[src/rtl/music_box_pkg.sv]
// Shared music box definitions: controller state codes, DAC sample source indices,
// DAC silence level and the sample scheduler FSM states.
package music_box_pkg;

  localparam logic [4:0] ST_DONOTHING     = 5'd1;
  localparam logic [4:0] ST_PLAYSONG0     = 5'd2;
  localparam logic [4:0] ST_PLAYSONG1     = 5'd3;
  localparam logic [4:0] ST_MAKERECORDING = 5'd4;
  localparam logic [4:0] ST_PLAYRECORDING = 5'd5;

  localparam int SRC_KEYS   = 0;
  localparam int SRC_SONG0  = 1;
  localparam int SRC_SONG1  = 2;
  localparam int SRC_RECORD = 3;

  localparam logic [11:0] DAC_MIDSCALE = 12'h800;

  typedef enum logic [1:0] {
    IDLE,
    SELECT,
    START,
    WAIT_DONE
  } dac_sched_state_t;

  // Which sample source is allowed to feed the DAC in a given controller state.
  function automatic logic [3:0] sourceMask(input logic [4:0] state);
    logic [3:0] mask;
    mask = '0;
    case (state)
      ST_DONOTHING, ST_MAKERECORDING: mask[SRC_KEYS]   = 1'b1;
      ST_PLAYSONG0:                   mask[SRC_SONG0]  = 1'b1;
      ST_PLAYSONG1:                   mask[SRC_SONG1]  = 1'b1;
      ST_PLAYRECORDING:               mask[SRC_RECORD] = 1'b1;
      default:                        mask = '0;
    endcase
    return mask;
  endfunction

endpackage

[src/rtl/sample_rate_ticker.sv]
// Free-running sample-rate divider: pulses tick for one cycle each time the
// count wraps from CLK_DIVIDE-1 back to 0.
module sample_rate_ticker #(
  parameter int CLK_DIVIDE = 1134
) (
  input  logic clock_50Mhz,
  input  logic reset_n,
  output logic tick
);

  localparam int CW = (CLK_DIVIDE > 1) ? $clog2(CLK_DIVIDE) : 1;

  logic [CW-1:0] r_count;
  logic          r_tick;

  always_ff @(posedge clock_50Mhz) begin
    if (!reset_n) begin
      r_count <= '0;
      r_tick  <= 1'b0;
    end else if (r_count == CW'(CLK_DIVIDE - 1)) begin
      r_count <= '0;
      r_tick  <= 1'b1;
    end else begin
      r_count <= r_count + CW'(1);
      r_tick  <= 1'b0;
    end
  end

  assign tick = r_tick;

endmodule

[src/rtl/dac_sample_scheduler.sv]
// Paces the SPI DAC at the audio sample rate: picks one enabled source per tick,
// runs the DAC send handshake and tracks underruns and handshake timeouts.
module dac_sample_scheduler
  import music_box_pkg::*;
#(
  parameter int                     CLK_DIVIDE     = 1134,
  parameter int                     SAMPLE_BITS    = 12,
  parameter int                     NUM_SOURCES    = 4,
  parameter logic [SAMPLE_BITS-1:0] MIDSCALE       = DAC_MIDSCALE,
  parameter int                     TIMEOUT_CYCLES = 4096
) (
  input  logic                                    clock_50Mhz,
  input  logic                                    reset_n,
  input  logic [4:0]                              currentState,
  input  logic [NUM_SOURCES-1:0]                  source_valid,
  input  logic [NUM_SOURCES-1:0][SAMPLE_BITS-1:0] source_sample,
  output logic [NUM_SOURCES-1:0]                  source_ready,
  input  logic                                    dac_isBusy,
  input  logic                                    dac_transmitComplete,
  output logic [SAMPLE_BITS-1:0]                  dac_inputSample,
  output logic                                    dac_sendSample_n,
  output logic                                    sampleTick,
  output logic [15:0]                             underrunCount,
  output logic                                    timeoutError
);

  localparam int IW = (NUM_SOURCES > 1) ? $clog2(NUM_SOURCES) : 1;
  localparam int TW = $clog2(TIMEOUT_CYCLES + 1);

  dac_sched_state_t r_state, w_nextState;

  logic                   w_tick;
  logic                   r_pending;
  logic                   r_busyPrev;
  logic [TW-1:0]          r_toCount;
  logic [SAMPLE_BITS-1:0] r_sample;
  logic [15:0]            r_underrun;
  logic                   r_timeout;

  logic [NUM_SOURCES-1:0] w_enable;
  logic [NUM_SOURCES-1:0] w_request;
  logic                   w_found;
  logic [IW-1:0]          w_winnerIdx;
  logic                   w_toExpired;
  logic                   w_sendSample_n;
  logic [NUM_SOURCES-1:0] w_ready;

  sample_rate_ticker #(
    .CLK_DIVIDE (CLK_DIVIDE)
  ) u_ticker (
    .clock_50Mhz (clock_50Mhz),
    .reset_n     (reset_n),
    .tick        (w_tick)
  );

  assign w_enable  = sourceMask(currentState);
  assign w_request = w_enable & source_valid;

  // Descending scan so the lowest requesting index is the one left standing.
  always_comb begin
    w_found     = 1'b0;
    w_winnerIdx = '0;
    for (int i = NUM_SOURCES - 1; i >= 0; i--) begin
      if (w_request[i]) begin
        w_found     = 1'b1;
        w_winnerIdx = IW'(i);
      end
    end
  end

  assign w_toExpired = ((r_state == START) || (r_state == WAIT_DONE)) &&
                       (r_toCount == TW'(TIMEOUT_CYCLES - 1));

  always_ff @(posedge clock_50Mhz) begin
    if (!reset_n) begin
      r_state <= IDLE;
    end else begin
      r_state <= w_nextState;
    end
  end

  always_comb begin
    w_nextState    = r_state;
    w_sendSample_n = 1'b1;
    w_ready        = '0;
    case (r_state)
      IDLE: begin
        if (w_tick || r_pending) w_nextState = SELECT;
      end
      SELECT: begin
        if (w_found) w_ready[w_winnerIdx] = 1'b1;
        w_nextState = START;
      end
      START: begin
        w_sendSample_n = 1'b0;
        if (w_toExpired)     w_nextState = IDLE;
        else if (dac_isBusy) w_nextState = WAIT_DONE;
      end
      WAIT_DONE: begin
        if (w_toExpired || dac_transmitComplete || (r_busyPrev && !dac_isBusy))
          w_nextState = IDLE;
      end
      default: w_nextState = IDLE;
    endcase
  end

  // A tick that lands while a transfer is in flight is remembered once; extras are lost.
  always_ff @(posedge clock_50Mhz) begin
    if (!reset_n) begin
      r_pending  <= 1'b0;
      r_busyPrev <= 1'b0;
      r_toCount  <= '0;
      r_sample   <= MIDSCALE;
      r_underrun <= '0;
      r_timeout  <= 1'b0;
    end else begin
      r_busyPrev <= dac_isBusy;

      if (r_state == IDLE)  r_pending <= 1'b0;
      else if (w_tick)      r_pending <= 1'b1;

      if (r_state == SELECT) begin
        r_toCount <= '0;
        if (w_found) begin
          r_sample <= source_sample[w_winnerIdx];
        end else begin
          r_sample <= MIDSCALE;
          if ((|w_enable) && (r_underrun != 16'hFFFF)) r_underrun <= r_underrun + 16'd1;
        end
      end else if ((r_state == START) || (r_state == WAIT_DONE)) begin
        r_toCount <= r_toCount + TW'(1);
      end

      if (w_toExpired) r_timeout <= 1'b1;
    end
  end

  assign source_ready     = w_ready;
  assign dac_inputSample  = r_sample;
  assign dac_sendSample_n = w_sendSample_n;
  assign sampleTick       = w_tick;
  assign underrunCount    = r_underrun;
  assign timeoutError     = r_timeout;

endmodule

[config.mk]
export PLATFORM = sky130hd
export DESIGN_NAME = dac_sample_scheduler
export DESIGN_NICKNAME = d
export VERILOG_FILES = /design/src/rtl/music_box_pkg.sv /design/src/rtl/sample_rate_ticker.sv /design/src/rtl/dac_sample_scheduler.sv
export SDC_FILE = /design/constraint.sdc
export NUM_CORES = 1
export LEC_CHECK = 0
export BUFFER_PORTS_ARGS = -buffer_cell sky130_fd_sc_hd__buf_2
export CAP_MARGIN = 20
export CORE_MARGIN = 3
export CORE_UTILIZATION = 50
export CTS_CLUSTER_SIZE = 25
export DETAILED_ROUTE_END_ITERATION = 12
export GPL_TIMING_DRIVEN = 0
export HOLD_SLACK_MARGIN = 0.15
export PLACE_DENSITY = 0.79
export SETUP_SLACK_MARGIN = 0.2
export SYNTH_ARGS = -nofsm -noshare
export SYNTH_HDL_FRONTEND = slang
export SYNTH_HIERARCHICAL = 1
export SYNTH_SLANG_ARGS = --single-unit
[constraint.sdc]
create_clock -name clock_50Mhz -period 2.3 [get_ports clock_50Mhz]
set_input_delay 0.23 -clock clock_50Mhz [delete_from_list [all_inputs] [get_ports clock_50Mhz]]
set_output_delay 0.23 -clock clock_50Mhz [all_outputs]
set_load 0.02 [all_outputs]
======== After elaboration in Yosys (flattened, before gate mapping) ========
Index checks and enable logic that the tools add are counted.
word-level totals
  register bits ........................... 58
  output and inout bits ................... 35
  word-level logic and storage cells ...... 74
cells by class
  $add $sub $neg .......................... 3
  order comparisons ....................... 2
  equal/unequal tests ..................... 14
  mux-type cells .......................... 26
  bitwise operators ....................... 3
  reduce and logical (&&, ||, !) cells .... 17
operators by type and width
  operator               count
  $bmux 12 s2            1
  $mux 12                2
  $add 16x1->16 const B  1
  $mux 2                 8
  $ne 16x16->1 const B   1
  $add 13x1->13 const B  1
  $eq 13x12->1 const B   1
  $add 11x1->11 const B  1
  $eq 11x11->1 const B   1
  $mux 1                 11
  $eq 5x2->1 const B     2
  $eq 5x3->1 const B     2
  $mux 4                 2
  $pmux 2 s4             1
  $reduce_or 2->1        4
  $reduce_and 3->1       2
  $eq 5x1->1 const B     1
  $and 4x4->4            1
  $eq 2x2->1 const B     2
  $logic_and 1x1->1      4
  $logic_or 1x1->1       4
  $reduce_or 4->1        1
  $lt 2x3->1 const B     1
  $ne 3x3->1 const B     1
  8 further kinds        9

======== Logic depth before layout (Yosys ltp) ========
  depth in word-level cells ............... 14
  depth in mapped cells ................... 8
  mapped depth without buffers ............ 6

======== By module ========
Netlist, hierarchy kept.
modules (own cells, without submodules)
  module                instances  cells an instance  area each (um^2)  sequential area each (um^2)
  dac_sample_scheduler  1          276                2361.0            920.9
  sample_rate_ticker    1          58                 578.1             240.2

======== Least setup slack after synthesis ========
Ideal clock, no wire load.
  path kind ............................... register -> register
  from .................................... register r_underrun[0] (netlist: underrunCount[0])
  to ...................................... register r_underrun[2] (netlist: underrunCount[2])
  library setup time ...................... 0.070 ns
  arrival ................................. 1.884 ns
  data required time ...................... 2.230 ns
  path slack .............................. 0.346 ns
  cell stages (with the launch flop) ...... 8
  buffers on the path ..................... 1
  clock period less this slack ............ 1.954 ns
  path through ............................ dfxtp_1 ha_1 nand4_1 nor2_1 a311o_4 buf_6 or4_1 a21oi_1
on the way
  longest elaborated chain between the ends .. 3
ends and longest elaborated chain
  element                                                line                         source
  from (decl)                                            dac_sample_scheduler.sv:37   logic [15:0] r_underrun;
  from (signal assigned)                                 dac_sample_scheduler.sv:128  if ((|w_enable) && (r_underrun != 16'hFFFF)) r_underrun <= r_underrun + 16'd1;
  branches (longest 3 deep; another with $add 16x1->16)  --
Parallel ways; which one is timed is not known.
A chain may end at the register's enable or synchronous reset.

======== Worst setup path after layout ========
  from .................................... register r_underrun[9] (netlist: underrunCount[9])
  to ...................................... register r_underrun[5] (netlist: underrunCount[5])
on the way
  longest elaborated chain between the ends .. 3
ends and longest elaborated chain
  element                     line
  $ne 16x16->1                dac_sample_scheduler.sv:128
  $logic_and 1x1->1           dac_sample_scheduler.sv:128
  $reduce_and 3->1 (no line)  --
No other way between the ends.

==> metrics.cfg <==
[detailed_routing]
drt-initial-drc-count=185
wire_per_inst_um=14.7
firstDrtPassIters=4
dr_total_vias=2937
avgViaCountPerCell=5.62
drc=0
drt-total-wl_mm=7.69
ant_nets=0

[setup_path]
crit_path_end=underrunCount[5]$_SDFFE_PN0P_
critPathMaxFanout=10
rr_startpoint=underrunCount[9]$_SDFFE_PN0P_
cpMaxStageDelayCell=a311o_4
crit_path_start=underrunCount[9]$_SDFFE_PN0P_
cp_cell_sequence=and3_4 > and4_4 > a311o_4 > buf_6 > buf_4 > o31ai_1 > a21oi_1
required_ps=2500
r2r_end=underrunCount[5]$_SDFFE_PN0P_
r2r_slack_ps=280
worstSetupPathType=flop to flop
startpoint_type=flop
max_stage_delay_ps=440
arrival_ps=2220
critPathCaptureType=flop
rr_worst_depth=7

[timing]
tightest_slew_ps=510
fin_crit_sh=0.879
setup_tns_ps=0
post-route-min-period_ps=2020
hold_violations=0
max-slew-margin-rel=0.660
finalMaxSlewViolations=0
fin_skew_ps=9.28
grt_setup_unrepaired=no
clock.fmax_ghz=0.495
finalSetupViolCount=0
setup_ws_ps=278

[cts]
ctsHtreeMaxLevel=3
clock_latency_ps=340
clockRootBuffer=clkbuf_8
cts_tree=done
clk_pin_slew_ps=60
cts_sinks=58
cts_buffers=9
clockBufferDepth=2

[layout]
final_util=0.674
antennaDiodeCount=0
stdcell_count=523
layout-drive-gt1-share=0.328
syn2layout_area_growth_pct=28.7
layout.nets=512
nFillCells=471

[grt]
grt_overflow=0
grt_pass1_wl_mm=12.5
grt_max_degree=11
grt_pass1_vias=2815
grt_usage=0.237
antenna_found_initial=0

[placed_design]
port_buffers=95
dpl.hpwl_mm=5.64
place_ws_ps=141
place_congestion=0.845
placed_cells=501

[yosys]
synth.cell_area_mm2=0.00294
async_flop_share=0
ys_warn_count=6
synth_top_area_frac=0.395
synth_common_cells=dfxtp_1 (58), nand2_1 (36), nor2_1 (25)
synth_nets=399
yosys.cell_count.top_type=dfxtp_1
synth_cells=334
synth-seq-cells=58
yosys.area.top_type=dfxtp_1
syn_avg_cell_area_um2=8.80
ys_types=45
synth-edff-count=0
ys_seq_area_frac=0.395
synthTopCellsByArea=dfxtp_1 (40%), mux2i_1 (6.1%), nand2_1 (4.6%), o221ai_1 (3.3%), xor2_1 (3.3%)
synthFlopType=dfxtp_1

[die]
pin_count=96
rows=27
design.core.area_mm2=0.00561
dieArea_mm2=0.00683
fp.dieW_um=82.7
start_util=0.524
dieHeight_um=82.7

[worst_hold_path]
hp-class=primary input to flop
hp-start=source_sample[44]

[power]
power_mw=2.06
p_leak_nw=1.50
power_density_mw_per_mm2=546
peakVddDrop_v=0.000343

[run_status]
status=finished clean

[job]
drv_cap=0

## timing repair
action | 4_1_cts | 5_1_grt
resized for setup | 0 | 11
endpoints found under the setup margin | 9 | 13
pin swaps | 0 | 2
hold buffers | 1 | 0
cloned | 0 | 0
setup buffers | 1 | 5
endpoints found under the hold margin | 1 | 0
## logic make-up (layout without fill, tap and decap cells)
group	after synthesis	after routing	synth area share
simple gates	144	144	0.266
compound gates	70	70	0.176
flops	58	58	0.395
buf+inv	25	142	0.0392
mux	18	18	0.0613
xor+xnor	15	15	0.0447
fa+ha+maj	4	4	0.0170
## critical path: cells and delay by family (launching register included)
family                 cells  cell delay [ps]
AOI/OAI and AO/OA          3              780
DFF                        1              370
and+or+nand+nor            2              400
buffers and inverters      2              340
## through the flow
step / hold WS (ps) / area, um2
2_1_floorplan: 347 / 2940
3_3_place_gp: 442 / 3500
3_5_place_dp: 452 / 3500
4_1_cts: 188 / 3710
5_1_grt: 212 / 3780
6_report: 206 / 3780
## per-layer routing
layer / up-vias / track usage / share of wire
li1: 1467 / - / -
met1: 1360 / 0.276 / 0.43
met2: 97 / 0.401 / 0.49
met3: 13 / 0.0575 / 0.064
met4: 0 / 0.121 / 0.018
met5: - / 0 / 0
## worst min path at each step
stage | to | slack, ps | cells after the start
CTS | r_state[0]$_SDFFE_PN0P_ | 190 | 4
detailed placement | dac_inputSample[7]$_SDFFE_PN0P_ | 450 | 2
global placement | dac_inputSample[0]$_SDFFE_PN0P_ | 440 | 2
finish | dac_inputSample[8]$_SDFFE_PN0P_ | 210 | 3
global route | dac_inputSample[8]$_SDFFE_PN0P_ | 210 | 3
floorplan | u_ticker/tick$_SDFF_PN0_ | 350 | 2
## cells in the final DEF, fill, tap and decap left out, types with 6 or more instances in the layout
cell type,n
clkbuf_1,8
clkbuf_8,10
xor2_1,11
o21ai_0,9
nor2_1,24
buf_4,7
o221ai_1,11
dfxtp_1,57
nand3_1,12
nor2_2,6
a21oi_1,15
buf_2,99
o31ai_1,6
a22oi_1,11
inv_1,10
mux2i_1,18
nand4_1,13
nand2_1,36
or4_1,11
nand2b_1,8
or3_1,9
## area by class of cell
class / count / area [um2] / share of cell area
Buffer: 15 / 80.1 / 0.0212
Clock buffer: 12 / 145 / 0.0384
Clock inverter: 3 / 40.0 / 0.0106
Inverter: 10 / 37.5 / 0.00993
Multi-Input combinational cell: 251 / 1700 / 0.448
Sequential cell: 58 / 1160 / 0.307
Tap cell: 72 / 90.1 / 0.0238
Timing Repair Buffer: 102 / 531 / 0.140
## sequential cells by signal, indices dropped and copies added (netlist names)
| register | flops |
|---|---|
| underrunCount | 16 |
| r_toCount | 13 |
| dac_inputSample | 12 |
| u_ticker/r_count | 11 |
| r_state | 2 |
| r_busyPrev | 1 |
| r_pending | 1 |
| timeoutError | 1 |
| u_ticker/tick | 1 |
## power breakdown
| part | switching (mW) | internal, mW | leakage (nW) |
|---|---|---|---|
| logic | 0.0733 | 0.0665 | 0.932 |
| clock network | 0.385 | 0.521 | 0.0962 |
| registers | 0.00755 | 1.01 | 0.468 |
Power figures use the tool's default switching activity.
